[src/rtl/alu_issue_stage.sv]
// alu_issue_stage: decodes RV32I ALU-class instructions into ALU select/operands and holds them in an ID/EX register.
// Define ALU_ISSUE_SKID_EN for a 2-entry skid buffer with a registered in_ready.
module alu_issue_stage #(
    parameter int DATA_LEN  = 32,
    parameter int SEL_LEN   = 4,
    parameter int SHAMT_LEN = 5
) (
    input  logic                clk,
    input  logic                rst_n,
    input  logic                flush,
    input  logic                in_valid,
    output logic                in_ready,
    input  logic [31:0]         instr,
    input  logic [DATA_LEN-1:0] pc,
    input  logic [DATA_LEN-1:0] rs1_data,
    input  logic [DATA_LEN-1:0] rs2_data,
    output logic                ex_valid,
    input  logic                ex_ready,
    output logic [SEL_LEN-1:0]  ex_alu_sel,
    output logic [DATA_LEN-1:0] ex_src1,
    output logic [DATA_LEN-1:0] ex_src2,
    output logic [4:0]          ex_rd,
    output logic                ex_reg_write,
    output logic                ex_illegal
);
    localparam int PAY_LEN = SEL_LEN + 2 * DATA_LEN + 7;

    logic [6:0]          w_op;
    logic [2:0]          w_f3;
    logic [6:0]          w_f7;
    logic                w_legal;
    logic [SEL_LEN-1:0]  w_sel;
    logic [DATA_LEN-1:0] w_src1;
    logic [DATA_LEN-1:0] w_src2;
    logic [DATA_LEN-1:0] w_iimm;
    logic [DATA_LEN-1:0] w_uimm;
    logic [DATA_LEN-1:0] w_shamt;
    logic [PAY_LEN-1:0]  w_pay;
    logic [PAY_LEN-1:0]  r_pay;
    logic                r_valid;
    logic                w_acc;

    assign w_op    = instr[6:0];
    assign w_f3    = instr[14:12];
    assign w_f7    = instr[31:25];
    assign w_iimm  = DATA_LEN'($signed(instr[31:20]));
    assign w_uimm  = DATA_LEN'($signed({instr[31:12], 12'b0}));
    assign w_shamt = DATA_LEN'(instr[20 +: SHAMT_LEN]);

    // alt selects SUB/SRA; callers only raise it where that variant is legal
    function automatic logic [SEL_LEN-1:0] f3_sel(input logic [2:0] f3, input logic alt);
        case (f3)
            3'b000:  return alt ? SEL_LEN'(1) : SEL_LEN'(0);
            3'b001:  return SEL_LEN'(7);
            3'b010:  return SEL_LEN'(5);
            3'b011:  return SEL_LEN'(6);
            3'b100:  return SEL_LEN'(4);
            3'b101:  return alt ? SEL_LEN'(9) : SEL_LEN'(8);
            3'b110:  return SEL_LEN'(3);
            default: return SEL_LEN'(2);
        endcase
    endfunction

    always_comb begin
        w_legal = 1'b0;
        w_sel   = '0;
        w_src1  = rs1_data;
        w_src2  = rs2_data;
        case (w_op)
            7'b0110011: begin
                w_legal = w_f7 == 7'b0 || (w_f7 == 7'b0100000 && (w_f3 == 3'b000 || w_f3 == 3'b101));
                w_sel   = f3_sel(w_f3, w_f7[5]);
            end
            7'b0010011: begin
                w_legal = w_f3 == 3'b001 ? w_f7 == 7'b0 :
                          w_f3 == 3'b101 ? (w_f7 == 7'b0 || w_f7 == 7'b0100000) : 1'b1;
                w_sel   = f3_sel(w_f3, w_f3 == 3'b101 && w_f7[5]);
                w_src2  = w_f3[1:0] == 2'b01 ? w_shamt : w_iimm;
            end
            7'b0110111: begin
                w_legal = 1'b1;
                w_src1  = '0;
                w_src2  = w_uimm;
            end
            7'b0010111: begin
                w_legal = 1'b1;
                w_src1  = pc;
                w_src2  = w_uimm;
            end
            default: ;
        endcase
        if (!w_legal) begin
            w_sel  = '0;
            w_src1 = '0;
            w_src2 = '0;
        end
    end

    assign w_pay = {w_sel, w_src1, w_src2, instr[11:7], w_legal && instr[11:7] != 5'd0, !w_legal};
    assign {ex_alu_sel, ex_src1, ex_src2, ex_rd, ex_reg_write, ex_illegal} = r_pay;
    assign ex_valid = r_valid;

`ifdef ALU_ISSUE_SKID_EN
    logic               r_sk_valid;
    logic               r_in_ready;
    logic [PAY_LEN-1:0] r_sk_pay;
    logic               w_free;
    logic               w_sk_next;

    assign in_ready  = r_in_ready;
    assign w_acc     = in_valid & r_in_ready & !flush;
    assign w_free    = !r_valid | ex_ready;
    assign w_sk_next = w_free ? (r_sk_valid & w_acc) : (r_sk_valid | w_acc);

    // skid entry always holds the younger op; it refills the output register first
    always_ff @(posedge clk or negedge rst_n) begin
        if (!rst_n) begin
            r_valid    <= 1'b0;
            r_pay      <= '0;
            r_sk_valid <= 1'b0;
            r_sk_pay   <= '0;
            r_in_ready <= 1'b1;
        end else if (flush) begin
            r_valid    <= 1'b0;
            r_sk_valid <= 1'b0;
            r_in_ready <= 1'b1;
        end else begin
            r_sk_valid <= w_sk_next;
            r_in_ready <= !w_sk_next;
            if (w_free) begin
                r_valid <= r_sk_valid | w_acc;
                if (r_sk_valid)
                    r_pay <= r_sk_pay;
                else if (w_acc)
                    r_pay <= w_pay;
            end
            if (w_acc && (r_sk_valid || !w_free))
                r_sk_pay <= w_pay;
        end
    end
`else
    assign in_ready = !r_valid | ex_ready;
    assign w_acc    = in_valid & in_ready & !flush;

    always_ff @(posedge clk or negedge rst_n) begin
        if (!rst_n) begin
            r_valid <= 1'b0;
            r_pay   <= '0;
        end else begin
            r_valid <= !flush && (w_acc || (r_valid && !ex_ready));
            if (w_acc)
                r_pay <= w_pay;
        end
    end
`endif
endmodule

[config.mk]
export PLATFORM = sky130hd
export DESIGN_NAME = alu_issue_stage
export DESIGN_NICKNAME = d
export VERILOG_FILES = /design/src/rtl/alu_issue_stage.sv
export SDC_FILE = /design/constraint.sdc
export NUM_CORES = 1
export LEC_CHECK = 0
export BUFFER_PORTS_ARGS = -buffer_cell sky130_fd_sc_hd__clkbuf_2
export CAP_MARGIN = 20
export CELL_PAD_IN_SITES_DETAIL_PLACEMENT = 1
export CELL_PAD_IN_SITES_GLOBAL_PLACEMENT = 1
export CORE_AREA = 2 2 111 113
export CTS_BUF_LIST = sky130_fd_sc_hd__clkbuf_4 sky130_fd_sc_hd__clkbuf_8
export CTS_CLUSTER_SIZE = 16
export DETAILED_ROUTE_END_ITERATION = 8
export DIE_AREA = 0 0 113 115
export PLACE_DENSITY = 0.89
export RECOVER_POWER = 25
export SLEW_MARGIN = 20
export SYNTH_ARGS = -nofsm -noshare
export SYNTH_HDL_FRONTEND = slang
export SYNTH_SLANG_ARGS = --single-unit
export TNS_END_PERCENT = 50
[constraint.sdc]
create_clock -name clk -period 2.4 [get_ports clk]
set_input_delay 0.36 -clock clk [delete_from_list [all_inputs] [get_ports clk]]
set_output_delay 0.36 -clock clk [all_outputs]
set_load 0.005 [all_outputs]
==> results of run 1 <==
[cell families after synthesis]
group	after synthesis	synth area share
XOR/XNOR	2	0.00400
AND/OR/NAND/NOR	156	0.190
flip-flops	76	0.434
buffers and inverters	65	0.0654
multiplexers	6	0.0137
AO/OA/AOI/OAI	144	0.293
[power by group]
part           internal, mW  total, mW  switching [mW]
logic                 0.239      0.554           0.316
registers              1.34       1.37          0.0360
clock network         0.546       1.04           0.496
total                  2.12       2.97           0.848
[synth_stat cells (5+ instances only)]
library cell  count  share of area
a211oi_1          5         0.0086
inv_1            17          0.015
o2111ai_1        15          0.030
nor3_1           12          0.014
a21oi_1          34          0.039
nor2_1            7         0.0060
a31oi_1          10          0.014
nand4_1          19          0.027
buf_2             7         0.0080
dfrtp_1          76           0.43
nor2b_1          37          0.053
o41ai_2          20          0.074
a32oi_1           5          0.010
a22o_1           12          0.024
o31ai_1          10          0.017
mux2i_1           6          0.014
nand2_1          55          0.047
o2111a_1         15          0.039
clkbuf_1         33          0.028
and2_1            9          0.013
[final cells by class]
| type | count | area share |
|---|---|---|
| well taps | 147 | 0.0319 |
| flip-flops and latches | 76 | 0.330 |
| multi-input cells | 308 | 0.382 |
| inverters | 17 | 0.0111 |
| clock buffers | 12 | 0.0275 |
| clock inverters | 4 | 0.00824 |
| repair buffers | 228 | 0.210 |
[worst max path at each step]
stage / to / cells past startpoint / start / slack, ns
finish: r_pay[46] / 3 / rst_n / 0.50
global route: r_pay[59] / 3 / rst_n / 0.26
CTS: r_pay[52] / 8 / ex_valid / 0.50
detailed placement: r_pay[39] / 6 / instr[28] / 0.19
global placement: r_pay[39] / 6 / instr[28] / 0.33
floorplan: r_pay[0] / 6 / instr[28] / 0.64
[per-stage QoR]
| stage | instance area [µm²] | setup slack, ns | cells | power [mW] | hold slack [ns] |
|---|---|---|---|---|---|
| detailed placement | 5580 | 0.190 | 775 | 1.96 | 0.376 |
| CTS | 5790 | 0.505 | 792 | 3.00 | 0.206 |
| global route | 5770 | 0.256 | 792 | 3.10 | 0.219 |
| finish | 5770 | 0.500 | 792 | 2.97 | 0.215 |
| floorplan | 4380 | 0.638 | 449 | 1.66 | 0.0644 |
| global placement | 5580 | 0.328 | 775 | 1.93 | 0.363 |
[registers in the layout (all words and copies together), names as in the netlist]
signal	cells
ex_valid	1
r_pay	75
[layer usage]
layer	GRT usage	vias up	part of all wire	routed length (µm)
met5	0	-	0	0
met4	0.0707	0	0.021	328
met1	0.283	2231	0.41	6430
met2	0.424	174	0.50	7800
li1	-	2068	-	-
met3	0.0443	24	0.062	963
[tightest hold or removal path, delay by kind of cell]
family / cells / cell delay, ns
simple gates: 2 / 0.09
buf+inv: 1 / 0.09
[placed cells by master, fill, tap and decap left out, types with 2 or more instances in the layout]
cell       synthesis  routed
nor2_1             7       7
clkbuf_4           0       2
nor2b_1           37      36
a32oi_1            5       5
clkbuf_2           0     205
o41ai_1            3       3
nand3b_1           2       2
clkbuf_1          33       4
a22o_1            12      12
buf_4              3      15
xor2_1             2       2
o31ai_1           10      10
buf_12             0       2
mux2i_1            6       6
dfrtp_1           76      76
a32o_1             4       4
inv_1             17      17
o2111a_1          15      15
a211oi_1           5       5
and2_1             9       9
nor4_1             2       2
o41ai_2           20      20
clkbuf_8           0      11
nand4_1           19      19
clkinv_2           0       2
nand2b_1           4       4
nand2_1           55      54
a31oi_1           10      10
nor3_1            12      12
a21oi_1           34      34
o21ai_0            3       3
o2111ai_1         15      15
[repair_timing]
item                      4_1_cts  5_1_grt
resized for setup               0        0
hold endpoints to repair       17        0
hold buffers                    1        0
==> flow_summary.json, run 1 <==
{
  "status": "finished with violations",
  "violations": "DRC",
  "avgSynthCellArea_um2": 9.76,
  "yosysSeqAreaShare": 0.434,
  "grt_pass1_vias": 4638,
  "io_buffers": 209,
  "path_buf_inv": 3,
  "cts_buffer_depth": 2,
  "rsz0062_at_grt": "no",
  "post_cts_buffers": 0,
  "grt_util_all_layers": 0.234,
  "crit_type": "input port to asynchronous set/reset pin",
  "synthArstFlopShare": 1.00,
  "regToRegSetupSlack_ns": 0.52,
  "min_path_cells": 3,
  "drtIter0Drc": 333,
  "synth_cell_types": 47,
  "clkSinkCount": 76,
  "synth_edf_count": 0,
  "ir_worst_vdd_mv": 0.261,
  "yosys_warnings": 0,
  "cts_root_buf": "clkbuf_8",
  "remaining_drc_errors": 20,
  "p_leak_nw": 2.85,
  "die_w_um": 113,
  "fillers": 1415,
  "fin_skew_ns": 0.00584,
  "critPathArrivalTime_ns": 2.36,
  "relSlewSlack": 0.320,
  "period_minus_slack_ns": 1.90,
  "grt-ovfl-total": 0,
  "initial_core_util": 0.371,
  "htree_levels": 3,
  "drtPass1Iterations": 7,
  "fmax_ghz": 0.526,
  "crit_slowest_cell": "clkbuf_2",
  "cp_data_required_time_ns": 2.86,
  "min_period_over_period": 0.792,
  "ys.flop_type": "dfrtp_1",
  "antennaDiodeCount": 0,
  "critPathMaxFanout": 39,
  "wl_per_cell_um": 19.6,
  "max_slew.worst_pin.slew_ns": 1.02,
  "rows": 40,
  "path_clk_slew_ns": 0.09,
  "antenna_found_initial": 0,
  "fp.dieH_um": 115,
  "crit_path_start_kind": "input port",
  "drive_gt1_frac": 0.416,
  "syn_area_um2": 4380,
  "path_delay_family": "buffers and inverters",
  "cts_buffers": 9,
  "rr_startpoint": "ex_valid",
  "drt-vias-per-instance": 5.68,
  "crit_chain": "dlygate4sd3_1 > clkbuf_2 > clkbuf_4",
  "slowest_delay_ns": 0.76,
  "power_density_nw_per_um2": 514,
  "vias": 4497,
  "rr_endpoint": "r_pay[52]",
  "setup_viol": 0,
  "cts_tree": "built",
  "whs_endpoint": "r_pay[2]",
  "slew_viol_final": 0,
  "worstRegToRegCells": 8,
  "coreArea_um2": 11800,
  "critPathCaptureType": "asynchronous set/reset pin",
  "nets": 773,
  "gp_congestion": 0.844,
  "die_area_um2": 13000,
  "cap_viol_max_count": 0,
  "utilization": 0.489,
  "grt_first_pass_wirelength_mm": 24.2,
  "syn_nets": 582,
  "ys_ff_latch": 76,
  "area_growth_pct": 31.7,
  "fin_tns_setup_ns": 0,
  "hpwl_mm": 11.8,
  "multi_input_area_um2": 2200,
  "hold_viol": 0,
  "grt_max_degree": 63,
  "clock_latency_ns": 0.35,
  "drt-total-wl_mm": 15.5,
  "netlist_instances": 449,
  "antenna_left": 0,
  "io_pins": 210,
  "seqCellArea_um2": 1900,
  "hp-start": "instr[7]",
  "hold_path.class": "input port to flop"
}
Note: power is estimated with default switching activity, not from simulation.
==> run 2: changes to the inputs <==
Settings changed: CORE_AREA 2 2 111 113 to 2 2 115 117, DIE_AREA 0 0 113 115 to 0 0 117 119, PLACE_DENSITY 0.89 to 0.84.
Clock period 2.4 ns to 1.75 ns, I/O delays scaled along.
==> flow_summary.json, run 2 (synthesis results as in run 1) <==
{
  "status": "complete, no violations",
  "period_minus_slack_ns": 1.70,
  "largest_reg_flops": 75,
  "path_clk_slew_ns": 0.08,
  "cts_buffer_depth": 2,
  "cap_viol_max_count": 0,
  "htree_levels": 3,
  "clock_latency_ns": 0.36,
  "clkSinkCount": 76,
  "crit_type": "flop to flop",
  "crit_slowest_cell": "dfrtp_1",
  "dp.cells": 834,
  "cts_buffers": 9,
  "crit_path_start_kind": "flop",
  "cts_root_buf": "clkbuf_8",
  "grt_first_pass_wirelength_mm": 25.1,
  "vias": 4651,
  "max_slew.worst_pin.slew_ns": 0.877,
  "setup_viol": 0,
  "grt_pass1_vias": 4904,
  "holdWs_ns": 0.111,
  "grt_max_degree": 45,
  "fin_skew_ns": 0.00489,
  "cts_tree": "built",
  "relSlewSlack": 0.415,
  "area_growth_pct": 44.4,
  "worstRegToRegCells": 7,
  "drtIter0Drc": 267,
  "gp_congestion": 0.859,
  "die_w_um": 117,
  "antenna_left": 0,
  "ir_worst_vdd_mv": 0.325,
  "rows": 42,
  "drive_gt1_frac": 0.455,
  "rsz0062_at_grt": "yes",
  "wl_per_cell_um": 19.5,
  "drt-vias-per-instance": 5.44,
  "final_common_cell": "clkbuf_2",
  "nets": 807,
  "initial_core_util": 0.340,
  "slew_viol_final": 0,
  "min_path_cells": 2,
  "fin_tns_setup_ns": 0,
  "critPathCaptureType": "flop",
  "fp.dieH_um": 119,
  "crit_chain": "nor2b_4 > inv_2 > nand3b_1 > buf_6 > a311o_2 > buf_12 > o2111a_1",
  "hold_path.class": "input port to flop",
  "drtPass1Iterations": 4,
  "io_pins": 210,
  "grt-ovfl-total": 0,
  "power_density_nw_per_um2": 672,
  "slowest_delay_ns": 0.38,
  "critPathMaxFanout": 15,
  "drt-total-wl_mm": 16.7,
  "p_leak_nw": 3.27,
  "regMostFlops": "r_pay",
  "antenna_found_initial": 0,
  "antennaDiodeCount": 0,
  "cp_data_required_time_ns": 1.98,
  "grt_util_all_layers": 0.230,
  "coreArea_um2": 12900,
  "hold_viol": 0,
  "critPathArrivalTime_ns": 1.94,
  "layout.cells.non_filler": 855,
  "remaining_drc_errors": 0,
  "min_period_over_period": 0.973,
  "fmax_ghz": 0.588,
  "die_area_um2": 13900,
  "layout_common_cells": "209 x clkbuf_2, 76 x dfrtp_1, 54 x nand2_1",
  "io_buffers": 209,
  "hpwl_mm": 12.6
}
## run 2: cell count changes in the layout (fill, tap and decap cells not counted), sizes merged
cell    delta
buf       +34
clkbuf     +1
clkinv     -1
## run 2: worst paths after layout
path | from | endpoint | slack (ns)
min reg2reg | r_pay[15] | r_pay[15] | 0.49
min in group asynchronous | rst_n | r_pay[45] | 0.56
max reg2reg | ex_valid | r_pay[19] | 0.05
min | flush | ex_valid | 0.11
max | ex_valid | r_pay[19] | 0.05
max in group asynchronous | rst_n | r_pay[52] | 0.26
## run 2: timing repair
item | in CTS | in global routing
setup buffers | 0 | 2
hold endpoints to repair | 32 | 0
resized for setup | 3 | 16
hold buffers | 1 | 0
pin swaps | 1 | 3
gates cloned | 0 | 2
setup endpoints to repair | 6 | 65
## run 2: through the flow
stage / util / total power [mW] / setup slack (ns) / area, µm²
2_1_floorplan: - / 2.28 / 0.0856 / 4380
3_3_place_gp: 0.459 / 2.71 / -0.110 / 5910
3_5_place_dp: 0.459 / 2.76 / -0.247 / 5910
4_1_cts: 0.479 / 4.25 / 0.000371 / 6170
5_1_grt: 0.491 / 4.44 / -0.0243 / 6330
6_report: 0.491 / 4.25 / 0.0481 / 6330
## run 2: cell type report
type | instances | area, µm²
Clock buffer | 13 | 179
Tap cell | 176 | 220
Fill cell | 1495 | 6550
Timing Repair Buffer | 262 | 1590
Multi-Input combinational cell | 308 | 2330
Inverter | 17 | 63.8
Clock inverter | 3 | 42.5
Sequential cell | 76 | 1900
## run 2: worst max-delay path, delay by kind of cell, from the launching register on
kind / cells / cell delay, ns
AO/OA/AOI/OAI: 2 / 0.54
buffers and inverters: 3 / 0.38
flip-flops: 1 / 0.38
AND/OR/NAND/NOR: 2 / 0.26
## run 2: layer usage
| layer | up-vias | GRT usage | share of wire |
|---|---|---|---|
| met5 | - | 0 | 0 |
| met4 | 0 | 0.0735 | 0.023 |
| met3 | 31 | 0.0453 | 0.069 |
| met2 | 194 | 0.411 | 0.51 |
| met1 | 2288 | 0.273 | 0.40 |
| li1 | 2138 | - | - |
## run 2: power by group
| part | internal [mW] | switching (mW) | total [mW] |
|---|---|---|---|
| Clock | 0.813 | 0.675 | 1.49 |
| Sequential | 1.83 | 0.0521 | 1.89 |
| Combinational | 0.403 | 0.477 | 0.880 |
